<file path="config.mk">
export PLATFORM = sky130hd
export DESIGN_NAME = updown_ctrl
export DESIGN_NICKNAME = d
export VERILOG_FILES = /design/src/rtl/updown_pkg.sv /design/src/rtl/updown_ctrl_btn_debounce.sv /design/src/rtl/updown_ctrl.sv
export SDC_FILE = /design/constraint.sdc
export NUM_CORES = 1
export LEC_CHECK = 0
export CAP_MARGIN = 15
export CORE_UTILIZATION = 61
export DETAILED_ROUTE_END_ITERATION = 6
export GPL_ROUTABILITY_DRIVEN = 0
export GPL_TIMING_DRIVEN = 0
export HOLD_SLACK_MARGIN = 0.15
export PLACE_DENSITY = 0.9
export SLEW_MARGIN = 40
export SYNTH_ARGS = -nofsm -noshare
export SYNTH_HDL_FRONTEND = slang
export SYNTH_SLANG_ARGS = --single-unit
</file>
<file path="constraint.sdc">
create_clock -name clk -period 3.69 [get_ports clk]
set_clock_uncertainty 0.05 [all_clocks]
set_input_delay 0.738 -clock clk [delete_from_list [all_inputs] [get_ports clk]]
set_output_delay 0.738 -clock clk [all_outputs]
set_load 0.02 [all_outputs]
</file>
<file path="src/rtl/updown_pkg.sv">
// Shared constants and types for the up/down button controller and its downstream counter.
package updown_pkg;

    localparam int BITS              = 4;
    localparam int DB_CYCLES_DEF     = 8;
    localparam int REPEAT_CYCLES_DEF = 16;

    typedef enum logic [1:0] {
        ST_IDLE      = 2'd0,
        ST_ARMING    = 2'd1,
        ST_PRESSED   = 2'd2,
        ST_RELEASING = 2'd3
    } state_t;

    typedef enum logic {
        OWN_DOWN = 1'b0,
        OWN_UP   = 1'b1
    } owner_t;

endpackage

</file>
<file path="src/rtl/updown_ctrl_btn_debounce.sv">
// Per-button front end: 2-flop synchronizer plus a stable-sample counter whose counting
// window is opened and closed by the controller FSM through en.
module btn_debounce
    import updown_pkg::*;
#(
    parameter int DB_CYCLES = DB_CYCLES_DEF
) (
    input  logic clk,
    input  logic reset,
    input  logic btn,
    input  logic en,
    output logic sync,
    output logic hit
);

    logic       sync_p0;
    logic       sync_p1;
    logic [7:0] cnt;

    always_ff @(posedge clk or negedge reset) begin
        if (!reset) begin
            sync_p0 <= 1'b0;
            sync_p1 <= 1'b0;
            cnt     <= 8'd0;
        end else begin
            sync_p0 <= btn;
            // stage boundary: sync_p1 is the first sample safe to use in the clk domain
            sync_p1 <= sync_p0;
            cnt     <= en ? cnt + 8'd1 : 8'd0;
        end
    end

    assign sync = sync_p1;
    // Fires on the sample that completes DB_CYCLES counted samples.
    assign hit  = en && (cnt == 8'(DB_CYCLES - 1));

endmodule

</file>
<file path="src/rtl/updown_ctrl.sv">
// Up/down button controller: debounces two raw pushbuttons and drives sel/step for a
// downstream up/down counter. Define UPDOWN_AUTOREPEAT_EN to add held-button auto-repeat.
module updown_ctrl
    import updown_pkg::*;
#(
    parameter int DB_CYCLES     = DB_CYCLES_DEF,
    parameter int REPEAT_CYCLES = REPEAT_CYCLES_DEF
) (
    input  logic clk,
    input  logic reset,
    input  logic btn_up,
    input  logic btn_down,
    output logic sel,
    output logic step,
    output logic active
);

    if (DB_CYCLES < 2 || DB_CYCLES > 255 || REPEAT_CYCLES < 2 || REPEAT_CYCLES > 65535) begin : g_bad_cfg
        $error("updown_ctrl: DB_CYCLES or REPEAT_CYCLES out of range");
    end

    state_t state, state_nx;
    owner_t owner, owner_nx;
    logic   sel_nx;
    logic   step_nx;

    logic up_sync, dn_sync;
    logic up_hit, dn_hit;
    logic up_en, dn_en;
    logic own_sync, oth_sync, own_hit;
    logic cnt_en;
    logic rpt_fire;

    btn_debounce #(.DB_CYCLES(DB_CYCLES)) u_db_up (
        .clk   (clk),
        .reset (reset),
        .btn   (btn_up),
        .en    (up_en),
        .sync  (up_sync),
        .hit   (up_hit)
    );

    btn_debounce #(.DB_CYCLES(DB_CYCLES)) u_db_down (
        .clk   (clk),
        .reset (reset),
        .btn   (btn_down),
        .en    (dn_en),
        .sync  (dn_sync),
        .hit   (dn_hit)
    );

    assign own_sync = (owner == OWN_UP) ? up_sync : dn_sync;
    assign oth_sync = (owner == OWN_UP) ? dn_sync : up_sync;
    assign own_hit  = (owner == OWN_UP) ? up_hit  : dn_hit;

    // Only the owner's counter runs: high samples while arming, low samples while releasing.
    // The first low sample in PRESSED already counts toward the release window.
    assign cnt_en = ((state == ST_ARMING) && own_sync && !oth_sync) ||
                    ((state == ST_PRESSED || state == ST_RELEASING) && !own_sync);
    assign up_en  = cnt_en && (owner == OWN_UP);
    assign dn_en  = cnt_en && (owner == OWN_DOWN);

`ifdef UPDOWN_AUTOREPEAT_EN
    logic [15:0] rpt_cnt, rpt_cnt_nx;

    always_comb begin
        rpt_cnt_nx = 16'd0;
        rpt_fire   = 1'b0;
        if (state == ST_PRESSED && own_sync) begin
            if (rpt_cnt == 16'(REPEAT_CYCLES - 1)) begin
                rpt_fire = 1'b1;
            end else begin
                rpt_cnt_nx = rpt_cnt + 16'd1;
            end
        end
    end

    always_ff @(posedge clk or negedge reset) begin
        if (!reset) begin
            rpt_cnt <= 16'd0;
        end else begin
            rpt_cnt <= rpt_cnt_nx;
        end
    end
`else
    assign rpt_fire = 1'b0;
`endif

    always_comb begin
        state_nx = state;
        owner_nx = owner;
        sel_nx   = sel;
        step_nx  = 1'b0;
        case (state)
            ST_IDLE: begin
                // Both buttons high is ambiguous, so only a lone press starts arming.
                if (up_sync ^ dn_sync) begin
                    state_nx = ST_ARMING;
                    owner_nx = up_sync ? OWN_UP : OWN_DOWN;
                end
            end
            ST_ARMING: begin
                if (!own_sync || oth_sync) begin
                    state_nx = ST_IDLE;
                end else if (own_hit) begin
                    state_nx = ST_PRESSED;
                    step_nx  = 1'b1;
                    sel_nx   = (owner == OWN_UP);
                end
            end
            ST_PRESSED: begin
                if (!own_sync) begin
                    state_nx = ST_RELEASING;
                end else if (rpt_fire) begin
                    step_nx = 1'b1;
                end
            end
            ST_RELEASING: begin
                if (own_sync) begin
                    state_nx = ST_PRESSED;
                end else if (own_hit) begin
                    state_nx = ST_IDLE;
                end
            end
            default: begin
                state_nx = ST_IDLE;
            end
        endcase
    end

    always_ff @(posedge clk or negedge reset) begin
        if (!reset) begin
            state <= ST_IDLE;
            owner <= OWN_UP;
            sel   <= 1'b1;
            step  <= 1'b0;
        end else begin
            state <= state_nx;
            owner <= owner_nx;
            sel   <= sel_nx;
            step  <= step_nx;
        end
    end

    assign active = (state == ST_PRESSED) || (state == ST_RELEASING);

endmodule

</file>
==> results.md <==
- Layout area overhead: 9.27%
- Ant diodes: 0
- Dpl cell area: 1320 µm²
- Sequential area share after synthesis: 0.511
- Grt ovf: 0
- DR vias/cell: 5.71
- Worst r2r src: u_db_down.cnt[0]
- Syn nets: 117
- Critical path buffers and inverters: 3
- PortBufs: 6
- Drt pass-1 iters: 4
- Worst skew pair latency: 0.33 ns
- CTS tree: built
- Detail Route Antenna Nets: 0
- Die Y-Extent: 46.9 µm
- Vias in the first global route: 754
- Fill count: 141
- Setup-failing EPs final: 0
- Number of core rows: 15
- Type of the worst min-delay path: in -> async
- Hold_buf cts: 0
- Flop2flop setup slack: 1.59 ns
- H-tree depth: 1
- DIE AREA: 2200 µm²
- Starting Density: 0.682
- Crit path kind: reg -> out
- Hpwl dp: 1600 µm
- Clk sinks: 25
- Layout cells sized above 1: 0.116
- CP max stage delay: 0.59 ns
- Fin area: 1340 µm²
- Vias: 833
- Pin count of the biggest net entering global routing: 26
- Number of CTS-inserted buffers: 3
- Clk pin slew, worst setup/hold paths: 0.14 ns
- Slew margin rel.: 0.590
- WL/cell: 15.0 µm
- Syn Inst Count: 111
- Root buffer cell: clkbuf_4
- Reg-to-reg endpoint: sel
- Slew at the pin closest to its max-slew limit: 0.614 ns
- Type of origin of the critical path: register
- Fin. max-slew vios: 0
- Die X-Extent: 46.9 µm
- Crit path max-delay family: buffers and inverters
- Crit-path slowest cell: clkdlybuf4s50_1
- Mean Syn Cell Area: 11.1 µm²
- Leak pwr: 0.578 nW
- TNS Setup: 0 ns
- Max-cap violations: 0
- Fin util: 0.745
- Power per cell area: 353 nW/µm²
- Synthesis warning total: 0
- Final worst-path cycle share: 0.667
- Minimum clock period: 2.46 ns
- CP Data Arrival Time: 1.67 ns
- Post-CTS setup buffers: 0
- First-pass GRT wire length: 3470 µm
- Post-cts sizing count: 0
- Synthesized area: 1230 µm²
- Initial antenna violation count: 0
- F_max: 406 MHz
- DR DRC count: 0
- I/O pins: 7
- Worst reg-to-reg path cell count: 5
- Setup repair after global routing missed its margin: false
- Core ar.: 1800 µm²
- Status: complete, no violations
- Initial DRC count: 18
- Worst-path fanout max: 10
- Clock buffer depth: 2
- Routed WL: 2200 µm
- Seq cells post-synth: 25
- Final Hold Viols: 0
- Worst endpoint required time: 2.90 ns
- GRT Overall Usage: 0.243
- Distinct cells, synth: 39
- VDD IR max: 0.368 mV
- Nets: 128
- CP endpoint kind: primary output
- Critical-path cell list: buf_2 > clkbuf_1 > clkdlybuf4s50_1
==> synth_stat cells <==
cell,count,area share
dfrtp_1,23,0.47
nor2_1,17,0.052
nand3_1,9,0.037
xor2_1,9,0.064
and3_1,4,0.020
a21oi_1,3,0.012
clkbuf_1,3,0.0092
inv_1,3,0.0092
nand2_1,3,0.0092
o21ai_0,3,0.012
xnor2_1,3,0.021
dfstp_2,2,0.043
ha_1,2,0.020
nor3_1,2,0.0081
a2111oi_4,1,0.022
a211oi_1,1,0.0061
a22o_1,1,0.0071
and2b_1,1,0.0061
and3b_1,1,0.0071
and4bb_1,1,0.010
and4bb_2,1,0.010
buf_2,1,0.0041
buf_6,1,0.0092
mux2_1,1,0.0092
nand2b_1,1,0.0051
nand3b_1,1,0.0061
nor2b_1,1,0.0051
nor3b_1,1,0.0061
nor4b_1,1,0.0071
nor4b_2,1,0.012
nor4b_4,1,0.019
nor4bb_1,1,0.0081
o211a_1,1,0.0081
o211ai_1,1,0.0061
o211ai_4,1,0.017
o21a_1,1,0.0061
o21ai_1,1,0.0041
o21bai_1,1,0.0061
or3_1,1,0.0051
==> cell families after synthesis <==
| family | after synthesis | synth area share |
|---|---|---|
| simple gates | 48 | 0.234 |
| flops | 25 | 0.511 |
| compound gates | 15 | 0.108 |
| xor+xnor | 12 | 0.0855 |
| buf+inv | 8 | 0.0316 |
| fa+ha+maj | 2 | 0.0204 |
| mux | 1 | 0.00916 |
==> how the worst max path moves through the flow <==
stage / endpoint / depth (start not counted) / start / slack, ns
finish: active / 3 / state[1] / 1.23
global route: active / 3 / state[1] / 1.17
CTS: active / 3 / state[1] / 1.23
detailed placement: sel / 5 / u_db_down.cnt[0] / 1.61
global placement: state[0] / 1 / reset / 1.64
floorplan: sel / 5 / u_db_down.cnt[0] / 1.82
==> cell usage in the layout (no fill, tap or decap), types with 2 or more instances in the layout <==
master and count:
a21oi_1 3, and3_1 4, buf_2 2, clkbuf_1 3, clkbuf_4 3, clkdlybuf4s50_1 5
dfrtp_1 23, dfstp_2 2, ha_1 2, inv_1 3, nand2_1 3, nand3_1 9
nor2_1 17, nor3_1 2, o21ai_0 3, xnor2_1 3, xor2_1 9
==> layer usage <==
layer / global-route usage / routed length, µm / up-vias
li1: - / - / 404
met1: 0.307 / 985 / 410
met2: 0.386 / 1110 / 14
met3: 0.0577 / 59 / 5
met4: 0.137 / 45 / 0
met5: 0 / 0 / -
==> final cells by class <==
class,instances,area (µm²),area share
clock buffers,3,22.5,0.0168
clock inverters,1,5.00,0.00373
repair buffers,6,55.1,0.0410
plain buffers,5,27.5,0.0205
multi-input cells,78,562,0.418
flip-flops and latches,25,628,0.468
well taps,25,31.3,0.0233
inverters,3,11.3,0.00839
==> stage by stage <==
stage	std cells	hold WS [ns]	setup slack (ns)	total power [mW]
after global placement	142	0.287	1.64	0.350
final	146	0.312	1.23	0.475
after detailed placement	142	0.304	1.61	0.356
after global routing	146	0.340	1.17	0.494
after CTS	146	0.327	1.23	0.476
after floorplan	111	0.281	1.82	0.334
==> worst register-to-register path: stages, from the launching register on <==
cell and delay (ns):
dfrtp_1 0.45, ha_1 0.25, nor4b_2 0.38, o211ai_4 0.16
a2111oi_4 0.41, mux2_1 0.35
==> state kept, by name (all words and copies together) (netlist names) <==
| signal | count |
|---|---|
| owner | 1 |
| u_db_down.sync_p0 | 1 |
| u_db_up.sync_p0 | 1 |
| u_db_down.sync | 1 |
| u_db_up.cnt | 8 |
| sel | 1 |
| step | 1 |
| u_db_down.cnt | 8 |
| state | 2 |
| u_db_up.sync | 1 |
==> power by group <==
part | total [mW] | internal (mW) | switching [mW] | leakage (nW)
combinational | 0.0534 | 0.0202 | 0.0332 | 0.229
sequential | 0.297 | 0.285 | 0.0122 | 0.331
clock | 0.124 | 0.0408 | 0.0835 | 0.0177
No activity file was read; power rests on OpenSTA's default activity.
==> RTL edit 1: new RTL, config.mk and constraints unchanged <==
Register the inputs `btn_up` and `btn_down` before use. The logic sees them one clock later.
--- a/src/rtl/updown_ctrl.sv
+++ b/src/rtl/updown_ctrl.sv
@@ -14,6 +14,14 @@
     output logic step,
     output logic active
 );
+
+    logic btn_up_q;
+    logic btn_down_q;
+
+    always_ff @(posedge clk) begin
+        btn_up_q   <= btn_up;
+        btn_down_q <= btn_down;
+    end
 
     if (DB_CYCLES < 2 || DB_CYCLES > 255 || REPEAT_CYCLES < 2 || REPEAT_CYCLES > 65535) begin : g_bad_cfg
         $error("updown_ctrl: DB_CYCLES or REPEAT_CYCLES out of range");
@@ -34,7 +42,7 @@
     btn_debounce #(.DB_CYCLES(DB_CYCLES)) u_db_up (
         .clk   (clk),
         .reset (reset),
-        .btn   (btn_up),
+        .btn   (btn_up_q),
         .en    (up_en),
         .sync  (up_sync),
         .hit   (up_hit)
@@ -43,7 +51,7 @@
     btn_debounce #(.DB_CYCLES(DB_CYCLES)) u_db_down (
         .clk   (clk),
         .reset (reset),
-        .btn   (btn_down),
+        .btn   (btn_down_q),
         .en    (dn_en),
         .sync  (dn_sync),
         .hit   (dn_hit)
Function: no difference found for any inputs over 10 cycles, from zero or initial values and one cycle with reset low; that may be too few to reach the edited logic, so the function may still have changed.
==> RTL edit 1 against the original RTL <==
  * Wire length fell by 5.0%
  * Total power increased by 3.9%
  * Sequential cell count rose by 2
  * Sequential share of layout area up 1.5 points
  * Design area grew 3.2%
  * Setup slack got worse by 0.0081 ns
  * Worst hold slack got worse by 0.021 ns
  * Combinational power is 2% lower
  * Utilization fell by 3.9 points
  * Fmax down 0.33%
  * Critical path depth unchanged
  * Synthesized area up 3.3%
  * Largest cell class unchanged
  * Highest routed layer unchanged
==> RTL edit 1: results <==
[logic_synthesis]
async_flop_share_pct = 92.59
synth_area_leaders = dfrtp_1 (45%), xor2_1 (6.2%), nor2_1 (5.0%), dfstp_2 (4.1%), nand3_1 (3.6%)
synth-seq-area-share_pct = 52.66
post_synth.cell_area_avg_um2 = 11.23
ys_types = 40
syn_nets = 119

[detailed_routing]
wire_per_inst_um = 13.91
vias = 867
drtIter0Drc = 10

[cts]
clock_path_buffers = 2
cts.repair.resized = 0
clkLatencyLatePin_ns = 0.32
cts_root_buf = clkbuf_4

[power]
leakage_nw = 0.5949
vdd_ir_drop_max_uv = 286.7
switching_share_pct = 25.30

[timing]
slew_headroom_pct = 62.22
clock.fmax_mhz = 405.0

[run_status]
outcome = completed

[setup_path]
crit_slowest_cell = clkdlybuf4s50_1
reg2reg_slack_ns = 1.63
r2r-end = sel$_DFFE_PN1P_

[global_routing]
grt_util_all_layers_pct = 20.83
grt_pass1_vias = 744
grt_pass1_wl_mm = 3.098

[final_layout]
n_fill_cell = 145
drive_gt1_share_pct = 11.38
nets = 130
fin_cells = 150

[hold_path]
hp-class = flop to flop

[placement]
hpwl_mm = 1.481
==> RTL edit 1: final cells by class <==
cell class                      instances  area [um2]  share of cell area, %
Multi-Input combinational cell         78       561.8                  40.56
Clock inverter                          1       5.005                 0.3613
Inverter                                3       11.26                 0.8130
Tap cell                               27       33.78                  2.439
Clock buffer                            3       22.52                  1.626
Buffer                                  5       27.53                  1.987
Sequential cell                        27       668.1                  48.24
Timing Repair Buffer                    6       55.05                  3.975
==> RTL edit 1: worst min path at each step <==
stage | from | to | slack [ns] | cells past startpoint
after floorplan | btn_down_q$_DFF_P_ | u_db_down.sync_p0$_DFF_PN0_ | 0.27 | 0
after global placement | btn_down_q$_DFF_P_ | u_db_down.sync_p0$_DFF_PN0_ | 0.28 | 0
after detailed placement | btn_down_q$_DFF_P_ | u_db_down.sync_p0$_DFF_PN0_ | 0.27 | 0
after CTS | btn_up_q$_DFF_P_ | u_db_up.sync_p0$_DFF_PN0_ | 0.29 | 0
after global routing | btn_down_q$_DFF_P_ | u_db_down.sync_p0$_DFF_PN0_ | 0.30 | 0
final | btn_up_q$_DFF_P_ | u_db_up.sync_p0$_DFF_PN0_ | 0.29 | 0
==> RTL edit 1: worst max-delay path, delay by kind of cell (launching register included) <==
family / cells / cell delay, ns
buffers and inverters: 3 / 0.94
DFF: 1 / 0.42
==> RTL edit 1: stage by stage <==
step | instance area [um2] | util [%]
after global routing | 1385 | 70.60
final | 1385 | 70.60
after detailed placement | 1358 | 69.20
after global placement | 1363 | 69.45
after floorplan | 1269 | -
after CTS | 1385 | 70.60
==> RTL edit 1: power groups by stage <==
stage | clock (mW) | sequential, mW | combinational, mW
6_report | 0.122 | 0.318 | 0.0524
5_1_grt | 0.139 | 0.320 | 0.0598
4_1_cts | 0.127 | 0.318 | 0.0523
3_5_place_dp | 0 | 0.324 | 0.0522
3_3_place_gp | 0 | 0.323 | 0.0495
2_1_floorplan | 0 | 0.321 | 0.0368
==> RTL edit 1: metal layers <==
layer	global-route usage, %	vias to the layer above	share of wire [%]
li1	-	414	-
met1	25.63	433	46
met2	34.25	16	49
met3	4.528	4	3.1
met4	11.67	0	1.9
met5	0	-	0
==> RTL edit 1: cell families (layout without fill, tap and decap cells) <==
logic type / Yosys count / count (layout) / share of synthesized area (%)
AND/OR/NAND/NOR: 48 / 48 / 22.68
flip-flops: 27 / 27 / 52.66
AO/OA/AOI/OAI: 15 / 15 / 10.45
XOR/XNOR: 12 / 12 / 8.285
buffers and inverters: 8 / 18 / 3.057
adder cells (fa/ha/maj): 2 / 2 / 1.972
multiplexers: 1 / 1 / 0.8875
==> RTL edit 2: new RTL, config.mk and constraints unchanged <==
Without the edit above. Add a define of `UPDOWN_AUTOREPEAT_EN`.
--- a/src/rtl/updown_ctrl.sv
+++ b/src/rtl/updown_ctrl.sv
@@ -1,5 +1,7 @@
 // Up/down button controller: debounces two raw pushbuttons and drives sel/step for a
 // downstream up/down counter. Define UPDOWN_AUTOREPEAT_EN to add held-button auto-repeat.
+`define UPDOWN_AUTOREPEAT_EN
+
 module updown_ctrl
     import updown_pkg::*;
 #(
Behaviour: same outputs for any inputs over 10 cycles, from zero or initial values and one cycle with reset low; that may be too few to reach the edited logic, so the function may still have changed.
==> RTL edit 2 against the original RTL <==
  * Highest routed layer unchanged
  * Die area rose by 63%
  * Largest cell class unchanged
  * Wire length rose by 56%
  * Synthesized area rose by 66%
  * Sequential cell count rose by 16
  * Combinational power rose to 4.0 times the old value
  * Setup slack got worse by 0.32 ns
  * Global-route usage fell by 2.2 points
  * Total power rose by 94%
  * Design area rose by 64%
==> RTL edit 2: results <==
[detailed_routing]
wl_met1_mm = 1.684
drtIter0Drc = 80
wl_met2_mm = 1.598
routed_wl_mm = 3.417
wl_met3_um = 107
vias_per_cell = 5.459

[global_routing]
grt_pass1_vias = 1296
grt_pass1_wl_mm = 5.844
met2_usage_pct = 33.33
grt_max_degree = 42
grt_util_met1_pct = 31.63
use_met3_pct = 5.195
grt_util_all_layers_pct = 22.12

[run_status]
outcome = completed

[power]
power_mw = 0.9218
vdd_ir_drop_max_uv = 264.7
p_sw_mw = 0.2842
pg_comb_mw = 0.213
p_clk_mw = 0.214
leakage_nw = 0.9620

[setup_path]
setup.worst_path.end = active
r2r-end = state[1]$_DFFE_PN0P_
reg2regPathDepth = 7
cpPeakStageDelay_ns = 0.53
arrival_ns = 2.00
r2r-start = state[0]$_DFFE_PN0P_
path_max_fanout = 6
setup.worst_path.class = flop to primary output
worst-path-stages = 4
reg2reg_slack_ns = 1.51

[logic_synthesis]
synth_area_leaders = dfrtp_1 (48%), xor2_1 (7.7%), nor2_1 (6.8%), ha_1 (4.9%), nand3_1 (3.9%)
synth_mux_area_share_pct = 2.766
synthAdderAreaFrac_pct = 4.917
syn_nets = 209
synth_xor_area_share_pct = 11.19
synth-seq-area-share_pct = 50.52
synth_compound_area_share_pct = 6.638
synthTopCellsByCount = dfrtp_1 (39), nor2_1 (37), xor2_1 (18)

[final_layout]
nets = 222
top_regs = rpt_cnt: 16 flops, u_db_down.cnt: 8 flops, u_db_up.cnt: 8 flops
n_fill_cell = 234
drive_gt1_share_pct = 10.43

[cts]
htreeDepth = 2
cts_root_buf = clkbuf_4
numCtsBuffers = 5
clkLatencyLatePin_ns = 0.35
clock_path_buffers = 2
cts_post_setup_buffers_inserted = 0
cts.clk_slew.worst_paths_ns = 0.13

[placement]
hpwl_mm = 2.342
placed_cell_area_um2 = 2148
pre_cts_ws_ns = 1.297

[timing]
period_share_pct = 75.48
worstMarginPinSlew_ns = 0.4974
==> RTL edit 2: changes by cell type in the layout (fill, tap and decap cells not counted), sizes merged, moves of 3 or more <==
cell and delta:
and3 +4, dfrtp +16, ha +6, inv +4, mux2i +3, nand3 +7
nand4 +6, nor2 +20, nor4 +3, nor4b -3, o21ai +4, xnor2 +5
xor2 +9
==> RTL edit 2: area by class of cell <==
class / instances / area [um2] / share of cell area, %
Clock buffer: 6 / 41.29 / 1.877
Sequential cell: 41 / 1028 / 46.76
Tap cell: 44 / 55.05 / 2.503
Multi-Input combinational cell: 144 / 948.4 / 43.12
Buffer: 5 / 32.53 / 1.479
Timing Repair Buffer: 6 / 57.56 / 2.617
Clock inverter: 2 / 10.01 / 0.4551
Inverter: 7 / 26.28 / 1.195
==> RTL edit 2: worst min-delay path by stage <==
stage / start / to / slack [ns]
6_report: reset / u_db_up.cnt[1]$_DFF_PN0_ / 0.29
4_1_cts: reset / state[0]$_DFFE_PN0P_ / 0.30
5_1_grt: reset / rpt_cnt[7]$_DFF_PN0_ / 0.31
3_3_place_gp: u_db_down.sync_p0$_DFF_PN0_ / u_db_down.sync$_DFF_PN0_ / 0.28
3_5_place_dp: u_db_up.sync_p0$_DFF_PN0_ / u_db_up.sync$_DFF_PN0_ / 0.29
2_1_floorplan: u_db_down.sync_p0$_DFF_PN0_ / u_db_down.sync$_DFF_PN0_ / 0.28
==> RTL edit 2: through the flow <==
stage / hold WS (ns) / utilization [%] / std cells
2_1_floorplan: 0.2812 / - / 197
3_3_place_gp: 0.2815 / 69.31 / 247
3_5_place_dp: 0.2855 / 69.23 / 247
4_1_cts: 0.3017 / 70.89 / 255
5_1_grt: 0.3116 / 70.89 / 255
6_report: 0.2898 / 70.89 / 255
